### src/rtl/ps2_rx_frame.sv
// PS/2 receive framer: detects PS/2 clock falls, assembles 11-bit frames and
// folds the 0xE0/0xF0 prefixes into one flagged scan code per key event.
module ps2_rx_frame #(
  parameter int TIMEOUT_CYCLES = 5000
) (
  input  logic       clk,
  input  logic       rst_n,
  input  logic       ps2_clk_db,
  input  logic       ps2_data_db,
  output logic [7:0] scan_code,
  output logic       code_valid,
  output logic       break_flag,
  output logic       ext_flag,
  output logic       frame_err
);

  localparam int TW = $clog2(TIMEOUT_CYCLES + 1);
  localparam logic [TW-1:0] TLAST = TW'(TIMEOUT_CYCLES - 1);

  typedef enum logic [1:0] {
    IDLE   = 2'd0,
    DATA   = 2'd1,
    PARITY = 2'd2,
    STOP   = 2'd3
  } state_t;

  state_t        state_r, state_s;
  logic          clk_q_r;
  logic [2:0]    bit_cnt_r, bit_cnt_s;
  logic [7:0]    shreg_r, shreg_s;
  logic          par_r, par_s;
  logic [TW-1:0] tcnt_r, tcnt_s;
  logic          pend_break_r, pend_break_s;
  logic          pend_ext_r, pend_ext_s;
  logic [7:0]    scan_code_r, scan_code_s;
  logic          break_flag_r, break_flag_s;
  logic          ext_flag_r, ext_flag_s;
  logic          code_valid_r, code_valid_s;
  logic          frame_err_r, frame_err_s;
  logic          fall_s;
  logic          timeout_s;

  // Odd parity: data bits plus parity bit must contain an odd number of ones.
  function automatic logic odd_parity_ok(input logic [7:0] d, input logic p);
    return ^{d, p};
  endfunction

  assign fall_s    = clk_q_r & ~ps2_clk_db;
  assign timeout_s = ~fall_s & (state_r != IDLE) & (tcnt_r == TLAST);

  // Next-state, frame assembly, prefix tracking and output pulse generation.
  always_comb begin
    state_s      = state_r;
    bit_cnt_s    = bit_cnt_r;
    shreg_s      = shreg_r;
    par_s        = par_r;
    pend_break_s = pend_break_r;
    pend_ext_s   = pend_ext_r;
    scan_code_s  = scan_code_r;
    break_flag_s = break_flag_r;
    ext_flag_s   = ext_flag_r;
    code_valid_s = 1'b0;
    frame_err_s  = 1'b0;

    if ((state_r == IDLE) || fall_s) begin
      tcnt_s = {TW{1'b0}};
    end else begin
      tcnt_s = tcnt_r + TW'(1);
    end

    case (state_r)
      IDLE: begin
        // A fall with data high is a glitch, not a start bit.
        if (fall_s && !ps2_data_db) begin
          state_s   = DATA;
          bit_cnt_s = 3'd0;
        end else begin
          state_s = IDLE;
        end
      end
      DATA: begin
        if (fall_s) begin
          shreg_s   = {ps2_data_db, shreg_r[7:1]};
          bit_cnt_s = bit_cnt_r + 3'd1;
          if (bit_cnt_r == 3'd7) begin
            state_s = PARITY;
          end else begin
            state_s = DATA;
          end
        end else if (timeout_s) begin
          state_s      = IDLE;
          frame_err_s  = 1'b1;
          pend_break_s = 1'b0;
          pend_ext_s   = 1'b0;
        end else begin
          state_s = DATA;
        end
      end
      PARITY: begin
        if (fall_s) begin
          par_s   = ps2_data_db;
          state_s = STOP;
        end else if (timeout_s) begin
          state_s      = IDLE;
          frame_err_s  = 1'b1;
          pend_break_s = 1'b0;
          pend_ext_s   = 1'b0;
        end else begin
          state_s = PARITY;
        end
      end
      STOP: begin
        if (fall_s) begin
          state_s = IDLE;
          if (ps2_data_db && odd_parity_ok(shreg_r, par_r)) begin
            if (shreg_r == 8'hF0) begin
              pend_break_s = 1'b1;
            end else if (shreg_r == 8'hE0) begin
              pend_ext_s = 1'b1;
            end else begin
              scan_code_s  = shreg_r;
              break_flag_s = pend_break_r;
              ext_flag_s   = pend_ext_r;
              code_valid_s = 1'b1;
              pend_break_s = 1'b0;
              pend_ext_s   = 1'b0;
            end
          end else begin
            frame_err_s  = 1'b1;
            pend_break_s = 1'b0;
            pend_ext_s   = 1'b0;
          end
        end else if (timeout_s) begin
          state_s      = IDLE;
          frame_err_s  = 1'b1;
          pend_break_s = 1'b0;
          pend_ext_s   = 1'b0;
        end else begin
          state_s = STOP;
        end
      end
      default: begin
        state_s = IDLE;
      end
    endcase
  end

  // State and output registers; clk_q resets high so reset release is not a fall.
  always_ff @(posedge clk or negedge rst_n) begin
    if (!rst_n) begin
      state_r      <= IDLE;
      clk_q_r      <= 1'b1;
      bit_cnt_r    <= 3'd0;
      shreg_r      <= 8'h00;
      par_r        <= 1'b0;
      tcnt_r       <= {TW{1'b0}};
      pend_break_r <= 1'b0;
      pend_ext_r   <= 1'b0;
      scan_code_r  <= 8'h00;
      break_flag_r <= 1'b0;
      ext_flag_r   <= 1'b0;
      code_valid_r <= 1'b0;
      frame_err_r  <= 1'b0;
    end else begin
      state_r      <= state_s;
      clk_q_r      <= ps2_clk_db;
      bit_cnt_r    <= bit_cnt_s;
      shreg_r      <= shreg_s;
      par_r        <= par_s;
      tcnt_r       <= tcnt_s;
      pend_break_r <= pend_break_s;
      pend_ext_r   <= pend_ext_s;
      scan_code_r  <= scan_code_s;
      break_flag_r <= break_flag_s;
      ext_flag_r   <= ext_flag_s;
      code_valid_r <= code_valid_s;
      frame_err_r  <= frame_err_s;
    end
  end

  assign scan_code  = scan_code_r;
  assign code_valid = code_valid_r;
  assign break_flag = break_flag_r;
  assign ext_flag   = ext_flag_r;
  assign frame_err  = frame_err_r;

endmodule

### config.mk
export PLATFORM = sky130hd
export DESIGN_NAME = ps2_rx_frame
export DESIGN_NICKNAME = d
export VERILOG_FILES = /design/src/rtl/ps2_rx_frame.sv
export SDC_FILE = /design/constraint.sdc
export NUM_CORES = 1
export LEC_CHECK = 0
export ABC_AREA = 1
export BUFFER_PORTS_ARGS = -buffer_cell sky130_fd_sc_hd__buf_2
export CORE_UTILIZATION = 50
export DETAILED_ROUTE_END_ITERATION = 7
export GPL_TIMING_DRIVEN = 0
export PLACE_DENSITY_LB_ADDON = 0.15
export SLEW_MARGIN = 20
export SYNTH_ARGS = -nofsm -noshare
export SYNTH_HDL_FRONTEND = slang
export SYNTH_SLANG_ARGS = --single-unit
### constraint.sdc
create_clock -name clk -period 4.1 [get_ports clk]
set_clock_uncertainty 0.05 [all_clocks]
set_input_delay 1.23 -clock clk [delete_from_list [all_inputs] [get_ports clk]]
set_output_delay 1.23 -clock clk [all_outputs]
set_load 0.01 [all_outputs]
==> results of run 1 <==
cell families (layout without fill, tap and decap cells):
kind of cell | after synthesis | count (layout) | synth area share
AO/OA/AOI/OAI | 43 | 43 | 0.120
adder cells (fa/ha/maj) | 8 | 8 | 0.0463
buffers and inverters | 41 | 63 | 0.0764
flip-flops | 42 | 42 | 0.487
multiplexers | 1 | 1 | 0.00463
AND/OR/NAND/NOR | 126 | 126 | 0.266
area by class of cell:
class,instances,share of cell area
clock buffer,5,0.0289
buffer,2,0.00789
clock inverter,2,0.00421
tap,50,0.0263
inverter,39,0.0616
timing repair buffer,15,0.0316
sequential,42,0.443
multi-input combinational,178,0.397
per-layer routing:
layer  up-vias  GRT usage  part of all wire
met5         -          0                 0
met4         0     0.0878             0.015
met3         4     0.0507             0.043
met2        32      0.265              0.42
met1       746      0.267              0.52
li1        880          -                 -
how the worst max path moves through the flow:
stage | start | endpoint | slack, ps | cells past startpoint
6_report | ps2_clk_db | state_r[0] | 1730 | 8
5_1_grt | ps2_clk_db | state_r[0] | 1540 | 8
4_1_cts | ps2_clk_db | state_r[0] | 1730 | 8
3_5_place_dp | ps2_clk_db | state_r[0] | 1400 | 8
3_3_place_gp | ps2_clk_db | state_r[0] | 1440 | 8
2_1_floorplan | ps2_clk_db | break_flag | 1830 | 9
through the flow:
stage | hold slack (ps) | instance area (µm²) | power (µW)
after floorplan | 383 | 2160 | 506
after detailed placement | 413 | 2300 | 530
after CTS | 423 | 2380 | 786
after global routing | 452 | 2380 | 812
after global placement | 402 | 2300 | 528
final | 424 | 2380 | 773
flip-flops by register name, summed over array words and instances, names as in the netlist:
| signal | count |
|---|---|
| tcnt_r | 13 |
| scan_code | 8 |
| shreg_r | 8 |
| bit_cnt_r | 3 |
| state_r | 2 |
| break_flag | 1 |
| clk_q_r | 1 |
| code_valid | 1 |
| ext_flag | 1 |
| frame_err | 1 |
| par_r | 1 |
| pend_break_r | 1 |
| pend_ext_r | 1 |
worst register-to-register path, delay by kind of cell, from the launching register on:
family | cells | cell delay, ps
DFF | 1 | 380
adders and majority gates | 1 | 270
buffers and inverters | 1 | 90
and+or+nand+nor | 6 | 1140
power groups by stage:
stage               clock network [µW]  registers, µW  logic, µW
global placement                     0            444       83.7
floorplan                            0            442       63.8
finish                             253            437       83.6
global route                       277            438       97.1
detailed placement                   0            445       85.0
CTS                                264            436       85.3
cell usage in the layout, fill, tap and decap left out, types with 2 or more instances in the layout:
| cell | synthesis | final |
|---|---|---|
| a21o_1 | 2 | 2 |
| a21oi_1 | 10 | 10 |
| a31oi_1 | 2 | 2 |
| buf_2 | 0 | 15 |
| clkbuf_8 | 0 | 5 |
| clkinv_2 | 0 | 2 |
| dfrtp_1 | 41 | 41 |
| ha_1 | 8 | 8 |
| inv_1 | 30 | 30 |
| inv_2 | 8 | 8 |
| nand2_1 | 73 | 73 |
| nand2_2 | 7 | 7 |
| nand3_1 | 17 | 17 |
| nand4_1 | 4 | 4 |
| nor2_1 | 11 | 11 |
| nor2_2 | 3 | 3 |
| nor2_4 | 2 | 2 |
| nor3_1 | 4 | 4 |
| nor4_1 | 2 | 2 |
| o21ai_0 | 19 | 19 |
| o21ai_2 | 8 | 8 |
==> impl_metrics.json, run 1 <==
{
  "tns_ps": 0,
  "grt_max_degree": 43,
  "power.clock.fraction": 0.327,
  "clk_pin_slew_worst_paths_ps": 70,
  "viasPerCell": 4.99,
  "cts_setup_buffers": 0,
  "ant_nets": 0,
  "place_worst_setup_slack_ps": 1400,
  "cts_buffers": 5,
  "yosysSeqAreaShare": 0.487,
  "fin_nets": 295,
  "grt_overflow_total": 0,
  "power_leakage_uw": 0.00122,
  "yosysWarnings": 0,
  "fp.dieW_um": 67.7,
  "drt-initial-drc-count": 109,
  "ys_types": 28,
  "clk_latency_ps": 300,
  "yosysMostFrequentCell": "nand2_1",
  "wl_per_cell_um": 11.3,
  "rows": 23,
  "crit_chain": "buf_2 -> nor2_4 -> nor2_1 -> nand3_1 -> nand3_1 -> nand3_1 -> nand2_1 -> nand2_1",
  "hold_viol": 0,
  "grt_pass1_vias": 1392,
  "min_to": "tcnt_r[0]",
  "ys_seq_elements": 42,
  "finalNonFillerCells": 333,
  "critPathKind": "input pin to flop",
  "syn-num-nets": 273,
  "fin_crit_ps": 2370,
  "placed_cells": 326,
  "crit_path_frequent_cell": "nand3_1",
  "synth_common_cells": "nand2_1 (73), dfrtp_1 (41), inv_1 (30), o21ai_0 (19), nand3_1 (17)",
  "critPathCaptureType": "flop",
  "finalCritPeriodShare": 0.577,
  "dominantRegCellSynth": "dfrtp_1",
  "maxSlewHeadroom": 0.385,
  "num_vias": 1662,
  "htree_levels": 2,
  "p_sw_uw": 206,
  "worstPathArrival_ps": 2500,
  "path_buf_inv": 1,
  "rr_worst_depth": 8,
  "globalplace.congestion": 0.849,
  "p_seq_frac": 0.565,
  "drc": 0,
  "regArea_mm2": 0.00105,
  "ctsHoldBuffers": 0,
  "num_io_pins": 16,
  "drv_cap": 0,
  "yosys-top-cells-area": "dfrtp_1 (47%), nand2_1 (13%), inv_1 (5.2%)",
  "totalWireLength_mm": 3.76,
  "synth_top_area_share": 0.475,
  "synth_top_cell_by_area": "dfrtp_1",
  "holdPathStages": 1,
  "antenna_found_initial": 0,
  "cts_tree": "yes",
  "avgSynthCellArea_um2": 8.28,
  "slew_viol_final": 0,
  "intPower_uw": 566,
  "critPathSlowestCell": "nor2_1",
  "cts_resized": 0,
  "grt_setup_unrepaired": "false",
  "cts_sinks": 42,
  "portBuffers": 15,
  "grt_util_all_layers": 0.189,
  "worst_pin_slew_ps": 923,
  "n_fill_cell": 377,
  "drive_above_1_share": 0.194,
  "r2r-start": "state_r[0]",
  "initial_core_util": 0.529,
  "synth_edf_count": 0,
  "cts.path.max_buffers": 2,
  "ir_worst_vdd_v": 0.000186,
  "synth_cells": 261,
  "synth_async_sr_flop_share": 1.00,
  "cp_data_required_time_ps": 4240,
  "core-area_mm2": 0.00409,
  "dpl.hpwl_mm": 2.71,
  "cts_root_buf": "clkbuf_8",
  "pwr-share-comb": 0.108,
  "hold_start": "tcnt_r[0]",
  "cp_top_family": "simple AND/OR/NAND/NOR gates",
  "grt_pass1_wl_mm": 6.29,
  "syn_area_mm2": 0.00216,
  "status": "finished clean",
  "switching_share": 0.267,
  "start_kind": "input pin",
  "area_growth_pct": 10.0,
  "ff2ff_setup_slack_ps": 2080,
  "crit_path_max_incr_delay_ps": 400,
  "min_path_type": "flop to flop",
  "die_area_mm2": 0.00459,
  "die_y_um": 67.7,
  "first_pass_iters": 4,
  "setup_viol": 0,
  "post-route-util": 0.582,
  "layout_setup_ws_ps": 1730,
  "multi_input_area_um2": 943,
  "reg2reg_to": "state_r[0]",
  "p_per_area_mw_per_mm2": 325,
  "diodes": 0,
  "max_freq_mhz": 422,
  "critPathMaxFanout": 10
}
No activity file was read; power rests on OpenSTA's default activity.
==> inputs of run 2 (changes only) <==
clock period = 1.95 ns   (was 4.1 ns; I/O delays follow)
==> impl_metrics.json, run 2 (synthesis gave the netlist of run 1 again) <==
{
  "grt_pass1_wl_mm": 6.29,
  "cts_resized": 1,
  "max_freq_mhz": 572,
  "grt_util_all_layers": 0.189,
  "holdPathStages": 1,
  "drc": 0,
  "p_per_area_mw_per_mm2": 682,
  "grt_setup_unrepaired": "false",
  "min_path_type": "input pin to flop",
  "die_area_mm2": 0.00459,
  "p_sw_uw": 435,
  "finalCritPeriodShare": 0.897,
  "first_pass_iters": 4,
  "initial_core_util": 0.529,
  "critPathMaxFanout": 9,
  "reg2reg_to": "state_r[0]",
  "hold_viol": 0,
  "pwr-share-comb": 0.109,
  "viasPerCell": 5.00,
  "regArea_mm2": 0.00105,
  "cts_tree": "yes",
  "n_fill_cell": 377,
  "htree_levels": 2,
  "setup_viol": 0,
  "cts_buffers": 5,
  "critPathKind": "flop to flop",
  "placed_cells": 326,
  "multi_input_area_um2": 951,
  "top_register": "tcnt_r",
  "power.clock.fraction": 0.326,
  "dpl.hpwl_mm": 2.71,
  "grt_max_degree": 43,
  "cts_sinks": 42,
  "ctsHoldBuffers": 0,
  "portBuffers": 15,
  "start_kind": "flop",
  "clk_latency_ps": 300,
  "cts_root_buf": "clkbuf_8",
  "die_y_um": 67.7,
  "p_seq_frac": 0.565,
  "grt_pass1_vias": 1392,
  "antenna_found_initial": 0,
  "diodes": 0,
  "rows": 23,
  "core-area_mm2": 0.00409,
  "num_io_pins": 16,
  "globalplace.congestion": 0.849,
  "hold_start": "ps2_clk_db",
  "final_cell_mix": "nand2_1 (73), dfrtp_1 (41), inv_1 (30)",
  "num_vias": 1664,
  "clk_pin_slew_worst_paths_ps": 70,
  "finalNonFillerCells": 333,
  "power.total_uw": 1630,
  "drive_above_1_share": 0.198,
  "largest_reg_flops": 13,
  "power_leakage_uw": 0.00122,
  "fin_crit_ps": 1750,
  "status": "finished clean",
  "switching_share": 0.267,
  "worstPathArrival_ps": 1890,
  "maxSlewHeadroom": 0.384,
  "totalWireLength_mm": 3.76,
  "fin_nets": 295,
  "grt_overflow_total": 0,
  "fp.dieW_um": 67.7,
  "area_growth_pct": 10.4,
  "worst_pin_slew_ps": 925,
  "ff2ff_setup_slack_ps": 200,
  "drt-initial-drc-count": 106,
  "critPathCaptureType": "flop",
  "cts_setup_buffers": 0,
  "r2r-start": "state_r[0]",
  "min_to": "clk_q_r",
  "ir_worst_vdd_v": 0.000391,
  "mostFrequentLayoutCell": "nand2_1",
  "intPower_uw": 1190,
  "cts.path.max_buffers": 2,
  "cp_data_required_time_ps": 2090,
  "slew_viol_final": 0,
  "rr_worst_depth": 8,
  "ant_nets": 0,
  "drv_cap": 0,
  "wl_per_cell_um": 11.3
}
## run 2: cell counts in the layout (fill, tap and decap cells not counted)
No cell type changed its count.
## run 2: stage by stage
stage / util / worst slack [ps] / cell area [µm²] / hold WS (ps) / setup TNS [ps]
floorplan: - / 329 / 2160 / 239 / 0
global placement: 0.562 / -60.0 / 2300 / 402 / -78.5
detailed placement: 0.562 / -110 / 2300 / 413 / -232
CTS: 0.582 / 88.5 / 2380 / 357 / 0
global route: 0.584 / 17.6 / 2380 / 352 / 0
finish: 0.584 / 201 / 2380 / 365 / 0
## run 2: worst max-delay path by stage
stage / start / to / slack [ps]
after floorplan: ps2_clk_db / break_flag / 330
after global placement: ps2_clk_db / state_r[0] / -60
after detailed placement: ps2_clk_db / state_r[0] / -110
after CTS: state_r[0] / state_r[0] / 90
after global routing: tcnt_r[0] / state_r[0] / 20
final: state_r[0] / state_r[0] / 200
## run 2: final cells by class
| type | instances | share of cell area |
|---|---|---|
| Clock buffer | 5 | 0.0289 |
| Sequential cell | 42 | 0.441 |
| Inverter | 39 | 0.0614 |
| Clock inverter | 2 | 0.00420 |
| Multi-Input combinational cell | 178 | 0.399 |
| Timing Repair Buffer | 15 | 0.0315 |
| Tap cell | 50 | 0.0262 |
| Buffer | 2 | 0.00787 |
## run 2: critical path, cell delays in order (launching register included)
cell,delay [ps]
dfrtp_1,380
inv_1,90
ha_1,300
nor2_4,230
nand3_1,240
nand3_1,170
nand3_1,80
nand2_1,60
nand2_1,40
## run 2: routing by layer
| layer | vias up | wire length (µm) | track usage |
|---|---|---|---|
| met5 | - | 0 | 0 |
| met4 | 0 | 72 | 0.0878 |
| met3 | 5 | 161 | 0.0507 |
| met2 | 32 | 1570 | 0.265 |
| met1 | 749 | 1950 | 0.267 |
| li1 | 878 | - | - |
## run 2: power groups by stage
stage | Combinational [µW] | Clock [µW] | Sequential, µW
6_report | 177 | 531 | 918
5_1_grt | 206 | 583 | 921
4_1_cts | 180 | 556 | 918
3_5_place_dp | 179 | 0 | 935
3_3_place_gp | 176 | 0 | 934
2_1_floorplan | 134 | 0 | 929
==> inputs of run 3 (changes only) <==
PLACE_DENSITY = 0.74   (was unset)
PLACE_DENSITY_LB_ADDON = unset   (was 0.15)
==> impl_metrics.json, run 3 (synthesis gave the netlist of run 1 again) <==
{
  "status": "finished clean",
  "fp.dieW_um": 67.7,
  "die_y_um": 67.7,
  "p_per_area_mw_per_mm2": 695,
  "antenna_found_initial": 0,
  "area_growth_pct": 10.9,
  "grt_max_degree": 43,
  "hold_viol": 0,
  "cts_setup_buffers": 0,
  "first_pass_iters": 4,
  "grt_overflow_total": 0,
  "num_vias": 1715,
  "power.total_uw": 1670,
  "ant_nets": 0,
  "grt_pass1_wl_mm": 6.64,
  "fin_nets": 295,
  "dpl.hpwl_mm": 2.77,
  "post-route-util": 0.587,
  "clk_latency_ps": 290,
  "drv_cap": 0,
  "reg2reg_to": "bit_cnt_r[2]",
  "drt-initial-drc-count": 87,
  "cts.path.max_buffers": 2,
  "cts_resized": 1,
  "finalCritPeriodShare": 0.896,
  "largest_reg_flops": 13,
  "grt_util_all_layers": 0.196,
  "mostFrequentLayoutCell": "nand2_1",
  "rr_worst_depth": 5,
  "worstPathArrival_ps": 1860,
  "critPathMaxFanout": 10,
  "grt_pass1_vias": 1494,
  "wl_per_cell_um": 11.4,
  "drc": 0,
  "slew_viol_final": 0,
  "setup_viol": 0,
  "cts_buffers": 5,
  "diodes": 0,
  "fin_crit_ps": 1750,
  "top_register": "tcnt_r",
  "clk_pin_slew_worst_paths_ps": 70,
  "viasPerCell": 5.13,
  "portBuffers": 15,
  "min_path_type": "input pin to asynchronous set/reset pin",
  "grt_setup_unrepaired": "false",
  "cts_sinks": 42,
  "fin_area_mm2": 0.00240,
  "power_leakage_uw": 0.00123,
  "core-area_mm2": 0.00409,
  "placed_cells": 326,
  "dpl_cell_area_mm2": 0.00230,
  "regArea_mm2": 0.00105,
  "final_cell_mix": "nand2_1 (73), dfrtp_1 (41), inv_1 (30)",
  "n_fill_cell": 376,
  "htree_levels": 2,
  "multi_input_area_um2": 951,
  "globalplace.congestion": 0.826,
  "ir_worst_vdd_v": 0.000279,
  "finalNonFillerCells": 334,
  "r2r-start": "clk_q_r",
  "cp_data_required_time_ps": 2070,
  "maxSlewHeadroom": 0.391,
  "totalWireLength_mm": 3.82,
  "max_freq_mhz": 573,
  "critPathCaptureType": "flop",
  "cts_root_buf": "clkbuf_8",
  "num_io_pins": 16,
  "critPathKind": "flop to flop",
  "start_kind": "flop",
  "drive_above_1_share": 0.197,
  "worst_pin_slew_ps": 913,
  "initial_core_util": 0.529,
  "ff2ff_setup_slack_ps": 200,
  "rows": 23,
  "die_area_mm2": 0.00459,
  "cts_tree": "yes",
  "ctsHoldBuffers": 0
}
-- run 3: cell types whose count changed in the layout (fill, tap and decap cells not counted) --
cell and change:
clkbuf_8 +1, clkbuf_1 +1, clkinv_2 -1
-- run 3: how the worst max path moves through the flow --
stage                         endpoint  startpoint  slack [ps]
after floorplan             break_flag  ps2_clk_db         330
after detailed placement    state_r[0]  ps2_clk_db         -80
after global placement      state_r[0]  ps2_clk_db         -70
final                     bit_cnt_r[2]     clk_q_r         200
after global routing      bit_cnt_r[2]     clk_q_r          10
after CTS                   state_r[0]  state_r[0]         110
-- run 3: area by class of cell --
class / instances / share of cell area
flip-flops and latches: 42 / 0.439
multi-input cells: 178 / 0.397
inverters: 39 / 0.0611
clock buffers: 7 / 0.0360
repair buffers: 15 / 0.0313
well taps: 50 / 0.0261
plain buffers: 2 / 0.00783
clock inverters: 1 / 0.00209
-- run 3: power breakdown --
group	total (µW)	leakage (µW)	internal, µW	switching (µW)
Combinational	181	0.000599	57.5	124
Sequential	918	0.000580	894	24.5
Clock	566	0.0000482	285	280
-- run 3: stage by stage --
step,hold slack [ps],setup TNS [ps],setup slack (ps)
final,368,0,203
after global routing,349,0,11.4
after CTS,356,0,114
after detailed placement,414,-130,-78.8
after global placement,403,-125,-73.9
after floorplan,239,0,329
-- run 3: routing by layer --
| layer | share of wire | track usage | routed length (µm) |
|---|---|---|---|
| met4 | 0.019 | 0.0878 | 74 |
| met2 | 0.43 | 0.280 | 1660 |
| met1 | 0.51 | 0.276 | 1940 |
| met5 | 0 | 0 | 0 |
| met3 | 0.037 | 0.0507 | 141 |
-- run 3: worst max-delay path, cell delays in order (launching register included) --
cell     delay [ps]
dfstp_2         520
inv_1            50
nor2_4          230
nand2_1         290
o21ai_0         360
o21ai_0         130
